[config.mk]
export PLATFORM = sky130hd
export DESIGN_NAME = axi_rd_arbiter
export DESIGN_NICKNAME = d
export VERILOG_FILES = /design/src/rtl/axi_rd_arbiter_pkg.sv /design/src/rtl/axi_rd_arbiter_fifo.sv /design/src/rtl/axi_rd_arbiter.sv
export SDC_FILE = /design/constraint.sdc
export NUM_CORES = 1
export LEC_CHECK = 0
export ABC_AREA = 1
export CELL_PAD_IN_SITES_DETAIL_PLACEMENT = 0
export CELL_PAD_IN_SITES_GLOBAL_PLACEMENT = 1
export CORE_MARGIN = 4
export CORE_UTILIZATION = 12
export CTS_BUF_LIST = sky130_fd_sc_hd__clkbuf_16
export DETAILED_ROUTE_END_ITERATION = 10
export PLACE_DENSITY_LB_ADDON = 0.1
export SKIP_CTS_REPAIR_TIMING = 1
export SLEW_MARGIN = 20
export SYNTH_ARGS = -nofsm -noshare
export SYNTH_HDL_FRONTEND = slang
export SYNTH_SLANG_ARGS = --single-unit
[constraint.sdc]
create_clock -name clk -period 2.4 [get_ports clk]
set_input_delay 0.36 -clock clk [delete_from_list [all_inputs] [get_ports clk]]
set_output_delay 0.36 -clock clk [all_outputs]
set_load 0.05 [all_outputs]
[src/rtl/axi_rd_arbiter_pkg.sv]
// Shared encodings for the AXI-lite read arbiter: owner bits, arbiter states
// and AXI response codes.
package axi_rd_arbiter_pkg;

  localparam logic OWN_IFU = 1'b0;
  localparam logic OWN_LSU = 1'b1;

  localparam logic [1:0] OKAY   = 2'b00;
  localparam logic [1:0] SLVERR = 2'b10;

  typedef enum logic [1:0] {
    IDLE     = 2'd0,
    LOCK_IFU = 2'd1,
    LOCK_LSU = 2'd2
  } arb_state_t;

endpackage

[src/rtl/axi_rd_arbiter_fifo.sv]
// Order FIFO remembering which master owns each accepted read, one bit per entry.
module rd_order_fifo #(
  parameter int DEPTH = 4
) (
  input  logic                     clk,
  input  logic                     rst_n,
  input  logic                     push,
  input  logic                     din,
  input  logic                     pop,
  output logic                     full,
  output logic                     empty,
  output logic                     head,
  output logic [$clog2(DEPTH):0]   count
);

  localparam int PW = $clog2(DEPTH);

  logic [DEPTH-1:0] mem;
  logic [PW-1:0]    wr_ptr;
  logic [PW-1:0]    rd_ptr;
  logic             do_push;
  logic             do_pop;

  assign full    = (count == (PW+1)'(DEPTH));
  assign empty   = (count == '0);
  assign head    = mem[rd_ptr];
  assign do_push = push & ~full;
  assign do_pop  = pop & ~empty;

  // DEPTH is a power of two, so the pointers wrap on natural overflow
  always_ff @(posedge clk or negedge rst_n) begin
    if (!rst_n) begin
      mem    <= '0;
      wr_ptr <= '0;
      rd_ptr <= '0;
      count  <= '0;
    end else begin
      if (do_push) begin
        mem[wr_ptr] <= din;
        wr_ptr      <= wr_ptr + PW'(1);
      end
      if (do_pop) begin
        rd_ptr <= rd_ptr + PW'(1);
      end
      case ({do_push, do_pop})
        2'b10:   count <= count + (PW+1)'(1);
        2'b01:   count <= count - (PW+1)'(1);
        default: count <= count;
      endcase
    end
  end

endmodule

[src/rtl/axi_rd_arbiter.sv]
// Round-robin AR arbiter between IFU and LSU sharing one AXI-lite read port,
// with in-order R steering driven by the owner FIFO.
module axi_rd_arbiter
  import axi_rd_arbiter_pkg::*;
#(
  parameter int OT_DEPTH = 4,
  parameter int ADDR_W   = 64,
  parameter int DATA_W   = 64
) (
  input  logic                        clk,
  input  logic                        rst_n,
  input  logic                        ifu_arvalid,
  output logic                        ifu_arready,
  input  logic [ADDR_W-1:0]           ifu_araddr,
  output logic                        ifu_rvalid,
  input  logic                        ifu_rready,
  output logic [1:0]                  ifu_rresp,
  output logic [DATA_W-1:0]           ifu_rdata,
  input  logic                        lsu_arvalid,
  output logic                        lsu_arready,
  input  logic [ADDR_W-1:0]           lsu_araddr,
  output logic                        lsu_rvalid,
  input  logic                        lsu_rready,
  output logic [1:0]                  lsu_rresp,
  output logic [DATA_W-1:0]           lsu_rdata,
  output logic                        m_arvalid,
  input  logic                        m_arready,
  output logic [ADDR_W-1:0]           m_araddr,
  input  logic                        m_rvalid,
  output logic                        m_rready,
  input  logic [1:0]                  m_rresp,
  input  logic [DATA_W-1:0]           m_rdata,
  output logic [$clog2(OT_DEPTH):0]   ot_cnt,
  output logic                        rsp_err
);

  arb_state_t state;
  arb_state_t state_nxt;
  logic       last_grant;
  logic       gnt_own;
  logic       gnt_valid;
  logic       ar_hs;
  logic       fifo_full;
  logic       fifo_empty;
  logic       fifo_head;
  logic       r_pop;

  always_ff @(posedge clk or negedge rst_n) begin
    if (!rst_n) begin
      state      <= IDLE;
      last_grant <= OWN_IFU;
    end else begin
      state <= state_nxt;
      if (ar_hs) begin
        last_grant <= gnt_own;
      end
    end
  end

  // A locked owner keeps the port until it handshakes or withdraws its request
  always_comb begin
    gnt_own   = OWN_IFU;
    gnt_valid = 1'b0;
    state_nxt = state;
    case (state)
      LOCK_IFU: begin
        gnt_own   = OWN_IFU;
        gnt_valid = ifu_arvalid;
      end
      LOCK_LSU: begin
        gnt_own   = OWN_LSU;
        gnt_valid = lsu_arvalid;
      end
      default: begin
        if (ifu_arvalid && lsu_arvalid) begin
          gnt_own = ~last_grant;
        end else if (lsu_arvalid) begin
          gnt_own = OWN_LSU;
        end
        gnt_valid = ifu_arvalid | lsu_arvalid;
      end
    endcase

    m_arvalid   = gnt_valid & ~fifo_full;
    ar_hs       = m_arvalid & m_arready;
    ifu_arready = ar_hs & (gnt_own == OWN_IFU);
    lsu_arready = ar_hs & (gnt_own == OWN_LSU);
    m_araddr    = (m_arvalid && gnt_own == OWN_LSU) ? lsu_araddr : ifu_araddr;

    if (ar_hs) begin
      state_nxt = IDLE;
    end else if (state == IDLE) begin
      if (m_arvalid) begin
        state_nxt = (gnt_own == OWN_LSU) ? LOCK_LSU : LOCK_IFU;
      end
    end else if (!gnt_valid) begin
      state_nxt = IDLE;
    end
  end

  // With nothing outstanding, stray beats are accepted and dropped
  always_comb begin
    ifu_rvalid = 1'b0;
    lsu_rvalid = 1'b0;
    m_rready   = m_rvalid;
    if (!fifo_empty) begin
      ifu_rvalid = m_rvalid & (fifo_head == OWN_IFU);
      lsu_rvalid = m_rvalid & (fifo_head == OWN_LSU);
      m_rready   = (fifo_head == OWN_LSU) ? lsu_rready : ifu_rready;
    end
    r_pop = m_rvalid & m_rready & ~fifo_empty;
  end

  assign ifu_rdata = m_rdata;
  assign lsu_rdata = m_rdata;
  assign ifu_rresp = m_rresp;
  assign lsu_rresp = m_rresp;

  always_ff @(posedge clk or negedge rst_n) begin
    if (!rst_n) begin
      rsp_err <= 1'b0;
    end else if (m_rvalid && fifo_empty) begin
      rsp_err <= 1'b1;
    end
  end

  rd_order_fifo #(
    .DEPTH (OT_DEPTH)
  ) u_order_fifo (
    .clk   (clk),
    .rst_n (rst_n),
    .push  (ar_hs),
    .din   (gnt_own),
    .pop   (r_pop),
    .full  (fifo_full),
    .empty (fifo_empty),
    .head  (fifo_head),
    .count (ot_cnt)
  );

endmodule

==> summary.log, run 1 <==
[detailed_routing] antenna-violating nets left 0
[place] number of buffers inserted by port buffering 209
[clock_tree] clk sinks 15
[die] Horiz. Die Dim 161.9 microns
[critical_path] critical path launch point type flop
[global_routing] GRT Overall Usage 8.630%
[critical_path] worst path required time 2.04 ns
[global_routing] maximum number of pins on one net before global-route repair 33
[clock_tree] H-tree levels 1
[synthesis] cell count after synthesis 463
[synthesis] area share of the leading cell type in the synthesized netlist 35.14%
[synthesis] leading area contributor after synthesis sky130_fd_sc_hd__buf_4
[clock_tree] CTS buffer count 3
[synthesis] Distinct cells, synth 24
[cells_and_area] Sequential cell area 379.1 sq um
[timing] portion of the clock cycle consumed by the worst path in the final layout 100.1%
[clock_tree] Reg clk slew, reported paths 0.05 ns
[cells_and_area] final core utilization 20.09%
[die] Initial Utilization 12.14%
[power] leakage component of the power 0.002247 uW
[timing] fin worst setup slack -0.003590 ns
[global_routing] number of global-route vias before repair 2827
[critical_path] signal arrival time at the worst endpoint 2.04 ns
[timing] number of hold violations in the final report 0
[die] die span in y 161.9 microns
[global_routing] global-route wire length before repair 18.00 mm
[power] cell internal power dissipation 2700 uW
[timing] final clock skew 0.004560 ns
[outcome] violated checks setup timing
[detailed_routing] Post-Route WL 12.62 mm
[die] Ports 408
[cells_and_area] number of antenna repair diodes 0
[power] VDD IR max 0.0005601 V
[detailed_routing] drt drc 0
[detailed_routing] routed wirelength normalized by instance count 14.47 microns
[power] switching share of total power 58.24%
[timing] Max Transition Viols Final 0
[place] dpl hpwl 10.65 mm
[power] Final Total Pwr 6466 uW
[clock_tree] CTS Root Cell sky130_fd_sc_hd__clkbuf_16
[cells_and_area] most frequent cells in the layout sky130_fd_sc_hd__nand2_1 (216), sky130_fd_sc_hd__clkdlybuf4s50_1 (139), sky130_fd_sc_hd__buf_4 (42)
[global_routing] antenna violations before repair 1
[clock_tree] Max Buffers Root-to-Sink 2
[critical_path] Worst Path Class, Setup flop to output port
[synthesis] ranking of synthesized cells by area sky130_fd_sc_hd__buf_4 (35%), sky130_fd_sc_hd__nand2_1 (29%), sky130_fd_sc_hd__dfrtp_1 (13%), sky130_fd_sc_hd__ha_1 (3.5%), sky130_fd_sc_hd__inv_1 (2.9%)
[power] proportion of power drawn by the clock network 5.0%
[power] Reg power frac 7.7%
[die] overall die area 26210 sq um
[power] Switch Pwr 3765 uW
[timing] Setup TNS Final -0.003590 ns
[power] portion of total power attributed to combinational logic 87.3%
[outcome] outcome finished, violations left
[clock_tree] Clk Latency, worst-skew pair 0.24 ns
[timing] measured slew at the worst slew-check pin 0.5277 ns
[synthesis] nets in the synthesized netlist 674
[cells_and_area] final-stage net count 765
[critical_path] biggest fanout along the worst timing path 11
[cells_and_area] Area growth, synth to finish 65.48%
[synthesis] number of synthesis warnings 0
[timing] total setup violations reported at the end of the flow 1
[cells_and_area] total of fill cells in the finished design 2673
[detailed_routing] total via count after detailed routing 2895
[detailed_routing] DR iter-0 viols 113
[synthesis] Mapped Avg Cell Area 6.137 sq um
[die] num rows 56
[timing] setup repair after global routing missed its margin true
[detailed_routing] drt via density 3.320
[timing] normalized max-slew margin 64.71%
[detailed_routing] length of the first detailed-routing pass in iterations 4
[worst_hold_path] worst min-delay path class primary input to asynchronous set/reset pin
[critical_path] CP endpoint kind output port
[place] gpl congestion 0.7388
[timing] fin crit period 2.404 ns
[power] pwr dens 1375 nW/um^2
[place] pre-CTS setup slack 0.06942 ns
[synthesis] proportion of synthesized chip area in sequential cells 13.21%
[clock_tree] TritonCTS clock tree yes
[synthesis] Yosys reg bits 15
[cells_and_area] leading cell type in the layout, fill and taps excluded sky130_fd_sc_hd__nand2_1
[flow_run] max cap viols 0
[timing] highest achievable clock rate 0.4160 GHz
[global_routing] total gr overflow 0
[synthesis] summed instance area of the synthesized netlist 2841 sq um
[cells_and_area] Multi-input gate area 1326 sq um
[cells_and_area] ratio of cells with drive above 1 in the final layout 23.87%
[die] Core ar. 23400 sq um
==> power by group through the flow <==
| stage | clock network (uW) | registers, uW | logic, uW |
|---|---|---|---|
| floorplan | 0 | 554 | 3940 |
| global placement | 0 | 504 | 5290 |
| detailed placement | 0 | 503 | 5270 |
| CTS | 336 | 502 | 5280 |
| global route | 350 | 518 | 6040 |
| finish | 324 | 497 | 5640 |
==> cell usage after synthesis (all sizes together) <==
cell,count
o21ai,6
nor3,2
fa,1
nand4,4
nand2,233
buf,146
inv,24
a21oi,2
xnor2,1
dfrtp,15
nand3b,1
ha,8
nor2,6
nand3,11
xor2,3
==> sequential cells by signal, indices dropped and copies added (netlist names) <==
| name | count |
|---|---|
| u_order_fifo.wr_ptr | 2 |
| rsp_err | 1 |
| u_order_fifo.count | 3 |
| last_grant | 1 |
| state | 2 |
| u_order_fifo.mem | 4 |
| u_order_fifo.rd_ptr | 2 |
==> layout make-up <==
| class | instances | share of cell area, % |
|---|---|---|
| Sequential cell | 15 | 8.063 |
| Inverter | 24 | 2.155 |
| Tap cell | 319 | 8.489 |
| Timing Repair Buffer | 232 | 51.38 |
| Clock inverter | 1 | 0.1064 |
| Clock buffer | 3 | 1.597 |
| Multi-Input combinational cell | 278 | 28.21 |
==> final timing paths <==
check / depth (start not counted) / end / startpoint / slack [ns]
max reg2reg: 15 / u_order_fifo.count[2] / state[0] / 0.08
min in group clk: 2 / rsp_err / rsp_err / 0.47
min: 2 / u_order_fifo.mem[0] / rst_n / 0.44
max in group asynchronous: 2 / u_order_fifo.count[0] / rst_n / 1.76
min reg2reg: 2 / rsp_err / rsp_err / 0.47
max: 12 / m_araddr[33] / state[1] / -0.004
==> through the flow <==
step | hold slack [ns] | std cells | cell area (sq um)
6_report | 0.4359 | 872 | 4702
5_1_grt | 0.4666 | 872 | 4702
4_1_cts | 0.4497 | 866 | 4418
3_5_place_dp | 0.4587 | 862 | 4338
3_3_place_gp | 0.4607 | 862 | 4338
2_1_floorplan | 0.06441 | 463 | 2897
==> critical path: stages, from the launching register on <==
cell                      delay (ns)
sky130_fd_sc_hd__dfrtp_1        0.40
sky130_fd_sc_hd__inv_2          0.09
sky130_fd_sc_hd__ha_4           0.21
sky130_fd_sc_hd__nand2_1        0.06
sky130_fd_sc_hd__nand2_1        0.05
sky130_fd_sc_hd__nand2_2        0.11
sky130_fd_sc_hd__nand2_4        0.08
sky130_fd_sc_hd__nor2_8         0.19
sky130_fd_sc_hd__inv_6          0.07
sky130_fd_sc_hd__buf_4          0.18
sky130_fd_sc_hd__nand2_1        0.10
sky130_fd_sc_hd__nand2_1        0.05
sky130_fd_sc_hd__buf_4          0.18
==> per-layer routing <==
layer  track usage, %  wire length [microns]  vias up
li1                 -                      -     1435
met1            10.74                   5231     1239
met2            14.00                   5742      213
met3            4.288                   1582        6
met4           0.8458                     48        2
met5                0                     13        -
==> cells by family after synthesis <==
logic type | after synthesis | synth area share, %
AND/OR/NAND/NOR | 257 | 37.43
buffers and inverters | 170 | 42.49
adder cells (fa/ha/maj) | 9 | 4.227
AO/OA/AOI/OAI | 8 | 1.409
XOR/XNOR | 4 | 1.233
flip-flops | 15 | 13.21
Note: power is estimated with default switching activity, not from simulation.
==> inputs of run 2 (changes only) <==
--- a/config.mk
+++ b/config.mk
@@ -14,7 +14,7 @@
 export DETAILED_ROUTE_END_ITERATION = 10
 export PLACE_DENSITY_LB_ADDON = 0.1
 export SKIP_CTS_REPAIR_TIMING = 1
-export SLEW_MARGIN = 20
+export SLEW_MARGIN = 25
 export SYNTH_ARGS = -nofsm -noshare
 export SYNTH_HDL_FRONTEND = slang
 export SYNTH_SLANG_ARGS = --single-unit
==> results of run 2 <==
The final DEF is identical to that of run 1; final timing and power are the same.
==> inputs of run 3 (changes only) <==
--- a/config.mk
+++ b/config.mk
@@ -5,13 +5,12 @@
 export SDC_FILE = /design/constraint.sdc
 export NUM_CORES = 1
 export LEC_CHECK = 0
-export ABC_AREA = 1
 export CELL_PAD_IN_SITES_DETAIL_PLACEMENT = 0
 export CELL_PAD_IN_SITES_GLOBAL_PLACEMENT = 1
-export CORE_MARGIN = 4
-export CORE_UTILIZATION = 12
+export CORE_AREA = 4 4 155 157
 export CTS_BUF_LIST = sky130_fd_sc_hd__clkbuf_16
 export DETAILED_ROUTE_END_ITERATION = 10
+export DIE_AREA = 0 0 159 161
 export PLACE_DENSITY_LB_ADDON = 0.1
 export SKIP_CTS_REPAIR_TIMING = 1
 export SLEW_MARGIN = 25
==> run 3 against run 2 <==
Compared with the run above: the run still ends with setup timing left; clock skew fell by 0.0014 ns; flip-flop and latch count did not move; critical path depth decreased by 3; sequential share of layout area down 0.30 points; hold slack improved by 0.0041 ns; clock power about the same; cell area up 4.2%; largest cell class unchanged.
==> summary.log, run 3 <==
[cells_and_area] final core utilization 21.78%
[power] Final Total Pwr 6195 uW
[critical_path] signal arrival time at the worst endpoint 2.42 ns
[synthesis] Post-synth top flop sky130_fd_sc_hd__dfrtp_1
[critical_path] cell family contributing the most delay on the critical path buffers and inverters
[timing] normalized max-slew margin 66.81%
[place] number of instances in the placed design 689
[critical_path] biggest fanout along the worst timing path 17
[place] gpl congestion 0.7205
[place] pre-CTS setup slack -0.2419 ns
[global_routing] maximum number of pins on one net before global-route repair 19
[cells_and_area] Area growth, synth to finish 78.78%
[critical_path] CP endpoint kind output port
[critical_path] maximum single-stage delay on the critical path 0.39 ns
[clock_tree] CTS buffer count 3
[die] Horiz. Die Dim 159 microns
[detailed_routing] drt via density 3.345
[synthesis] cell count after synthesis 299
[flow_run] max cap viols 0
[synthesis] summed instance area of the synthesized netlist 2741 sq um
[outcome] violated checks setup timing
[timing] final clock skew 0.003162 ns
[synthesis] most common cell in the netlist sky130_fd_sc_hd__buf_4
[synthesis] number of synthesis warnings 0
[cells_and_area] most frequent cells in the layout sky130_fd_sc_hd__clkdlybuf4s50_1 (139), sky130_fd_sc_hd__mux2_4 (60), sky130_fd_sc_hd__buf_4 (59)
[detailed_routing] Post-Route WL 12.55 mm
[power] VDD IR max 0.0004629 V
[synthesis] Yosys reg bits 15
[outcome] outcome finished, violations left
[power] leakage component of the power 0.002104 uW
[timing] setup repair after global routing missed its margin true
[cells_and_area] ratio of cells with drive above 1 in the final layout 46.83%
[detailed_routing] length of the first detailed-routing pass in iterations 4
[synthesis] nets in the synthesized netlist 510
[die] overall die area 25600 sq um
[cells_and_area] leading cell type in the layout, fill and taps excluded sky130_fd_sc_hd__clkdlybuf4s50_1
[synthesis] ranking of synthesized cells by area sky130_fd_sc_hd__buf_4 (36%), sky130_fd_sc_hd__mux2_2 (25%), sky130_fd_sc_hd__dfrtp_1 (14%), sky130_fd_sc_hd__ha_1 (3.7%), sky130_fd_sc_hd__buf_6 (2.5%)
[global_routing] busiest layer in global routing met2
[cells_and_area] number of antenna repair diodes 0
[critical_path] number of buffer and inverter instances along the worst setup path 4
[global_routing] global-route wire length before repair 17.53 mm
[global_routing] total gr overflow 0
[critical_path] cell at the slowest stage of the critical path sky130_fd_sc_hd__dfrtp_1
[clock_tree] clk sinks 15
[timing] Max Transition Viols Final 0
[detailed_routing] DR iter-0 viols 64
[synthesis] Mapped Avg Cell Area 9.168 sq um
[synthesis] leading area contributor after synthesis sky130_fd_sc_hd__buf_4
[global_routing] antenna violations before repair 0
[detailed_routing] routed wirelength normalized by instance count 18.05 microns
[global_routing] met2 track utilization from global routing 15.02%
[clock_tree] TritonCTS clock tree yes
[detailed_routing] antenna-violating nets left 0
[cells_and_area] final-stage net count 622
[power] pwr dens 1264 nW/um^2
[place] dpl hpwl 11.19 mm
[clock_tree] Reg clk slew, reported paths 0.05 ns
[timing] total setup violations reported at the end of the flow 64
[synthesis] area share of the leading cell type in the synthesized netlist 36.15%
[timing] fin worst setup slack -0.3776 ns
[synthesis] leading cell types by count after synthesis sky130_fd_sc_hd__buf_4 (132), sky130_fd_sc_hd__mux2_2 (61), sky130_fd_sc_hd__dfrtp_1 (15), sky130_fd_sc_hd__inv_1 (11)
[critical_path] cell type with the highest occurrence count on the critical path sky130_fd_sc_hd__buf_4
[clock_tree] H-tree levels 1
[cells_and_area] Cell Count, Final, Fillers Out 695
[die] Core ar. 22500 sq um
[timing] number of hold violations in the final report 0
[timing] measured slew at the worst slew-check pin 0.4962 ns
[detailed_routing] total via count after detailed routing 2325
[die] Initial Utilization 12.18%
[worst_hold_path] worst min-delay path class primary input to asynchronous set/reset pin
[global_routing] fraction of met3 tracks used by global routing 5.282%
[clock_tree] Clk Latency, worst-skew pair 0.24 ns
[die] num rows 55
[critical_path] worst path required time 2.04 ns
[timing] portion of the clock cycle consumed by the worst path in the final layout 115.7%
[global_routing] number of global-route vias before repair 2405
[synthesis] fraction of synthesis flops using an asynchronous set or reset pin 100.0%
[cells_and_area] register containing the most flip-flops in the final layout u_order_fifo.mem
[critical_path] critical path launch point type flop
[global_routing] met1 routing resource usage after global routing 9.814%
[timing] worst hold slack across all endpoints 0.4399 ns
[timing] fin crit period 2.778 ns
[critical_path] Worst Path Class, Setup flop to output port
[cells_and_area] largest registers ranked by flip-flop count u_order_fifo.mem x4, u_order_fifo.count x3
[synthesis] Distinct cells, synth 30
[cells_and_area] Largest register FFs 4
[place] number of buffers inserted by port buffering 209
[detailed_routing] drt drc 0
[critical_path] chain of cells forming the critical path inv_2 -> ha_4 -> nor2b_4 -> o22a_1 -> nor3_4 -> buf_12 -> buf_4 -> mux2_4 -> buf_4
[timing] highest achievable clock rate 0.3600 GHz
[synthesis] Post-synth EDFFs 0
[clock_tree] Max Buffers Root-to-Sink 2
[die] die span in y 161 microns
[clock_tree] CTS Root Cell sky130_fd_sc_hd__clkbuf_16
[global_routing] GRT Overall Usage 8.925%
[synthesis] proportion of synthesized chip area in sequential cells 13.69%
[die] Ports 408
==> run 3: changes by cell type after synthesis, sizes merged, moves of 6 or more <==
cell	change
inv	-13
mux2i	+6
buf	-8
a31oi	+8
nand2	-229
nand3	-10
mux2	+66
==> run 3: path summary, 6_finish.rpt <==
check | from | endpoint | slack (ns) | cells past startpoint
worst max-delay path | state[1] | m_araddr[45] | -0.38 | 9
worst min-delay path | rst_n | rsp_err | 0.44 | 2
worst max register to register | state[1] | u_order_fifo.count[2] | 0.15 | 11
worst min register to register | rsp_err | rsp_err | 0.48 | 1
max in group asynchronous | rst_n | u_order_fifo.count[1] | 1.76 | 2
min in group clk | rsp_err | rsp_err | 0.48 | 1
==> run 3: cells by family (layout without fill, tap and decap cells) <==
| logic type | Yosys count | count (layout) | synth area share (%) |
|---|---|---|---|
| muxes | 72 | 72 | 29.30 |
| xor gates and xnor gates | 5 | 5 | 1.598 |
| and+or+nand+nor | 26 | 26 | 5.476 |
| adders and majority gates | 9 | 9 | 4.382 |
| AOI/OAI and AO/OA | 23 | 23 | 5.432 |
| buffers and inverters | 149 | 260 | 40.12 |
| DFF | 15 | 15 | 13.69 |
==> run 3: per-stage QoR <==
stage | setup TNS (ns) | instance area, sq um
floorplan | -5.989 | 2997
global placement | -12.77 | 4667
detailed placement | -13.36 | 4667
CTS | -25.02 | 4747
global route | -28.70 | 4901
finish | -21.38 | 4901
==> run 3: final cells by class <==
type                       count  area, sq um
clock inverter                 1        5.005
timing repair buffer         245         2504
sequential                    15        380.4
fill                        2429        17600
clock buffer                   3        75.07
tap                          285        356.6
multi-input combinational    135         1539
inverter                      11        41.29
==> run 3: where the power goes <==
part / switching (uW) / leakage [uW] / internal [uW]
Clock: 101 / 0.0000409 / 222
Combinational: 2830 / 0.00189 / 2520
Sequential: 133 / 0.000173 / 386
==> run 3: metal layers <==
metal / vias up / part of all wire (%)
met5: - / 0
met3: 8 / 13
met1: 1021 / 37
li1: 1091 / -
met4: 0 / 1.0
met2: 205 / 48
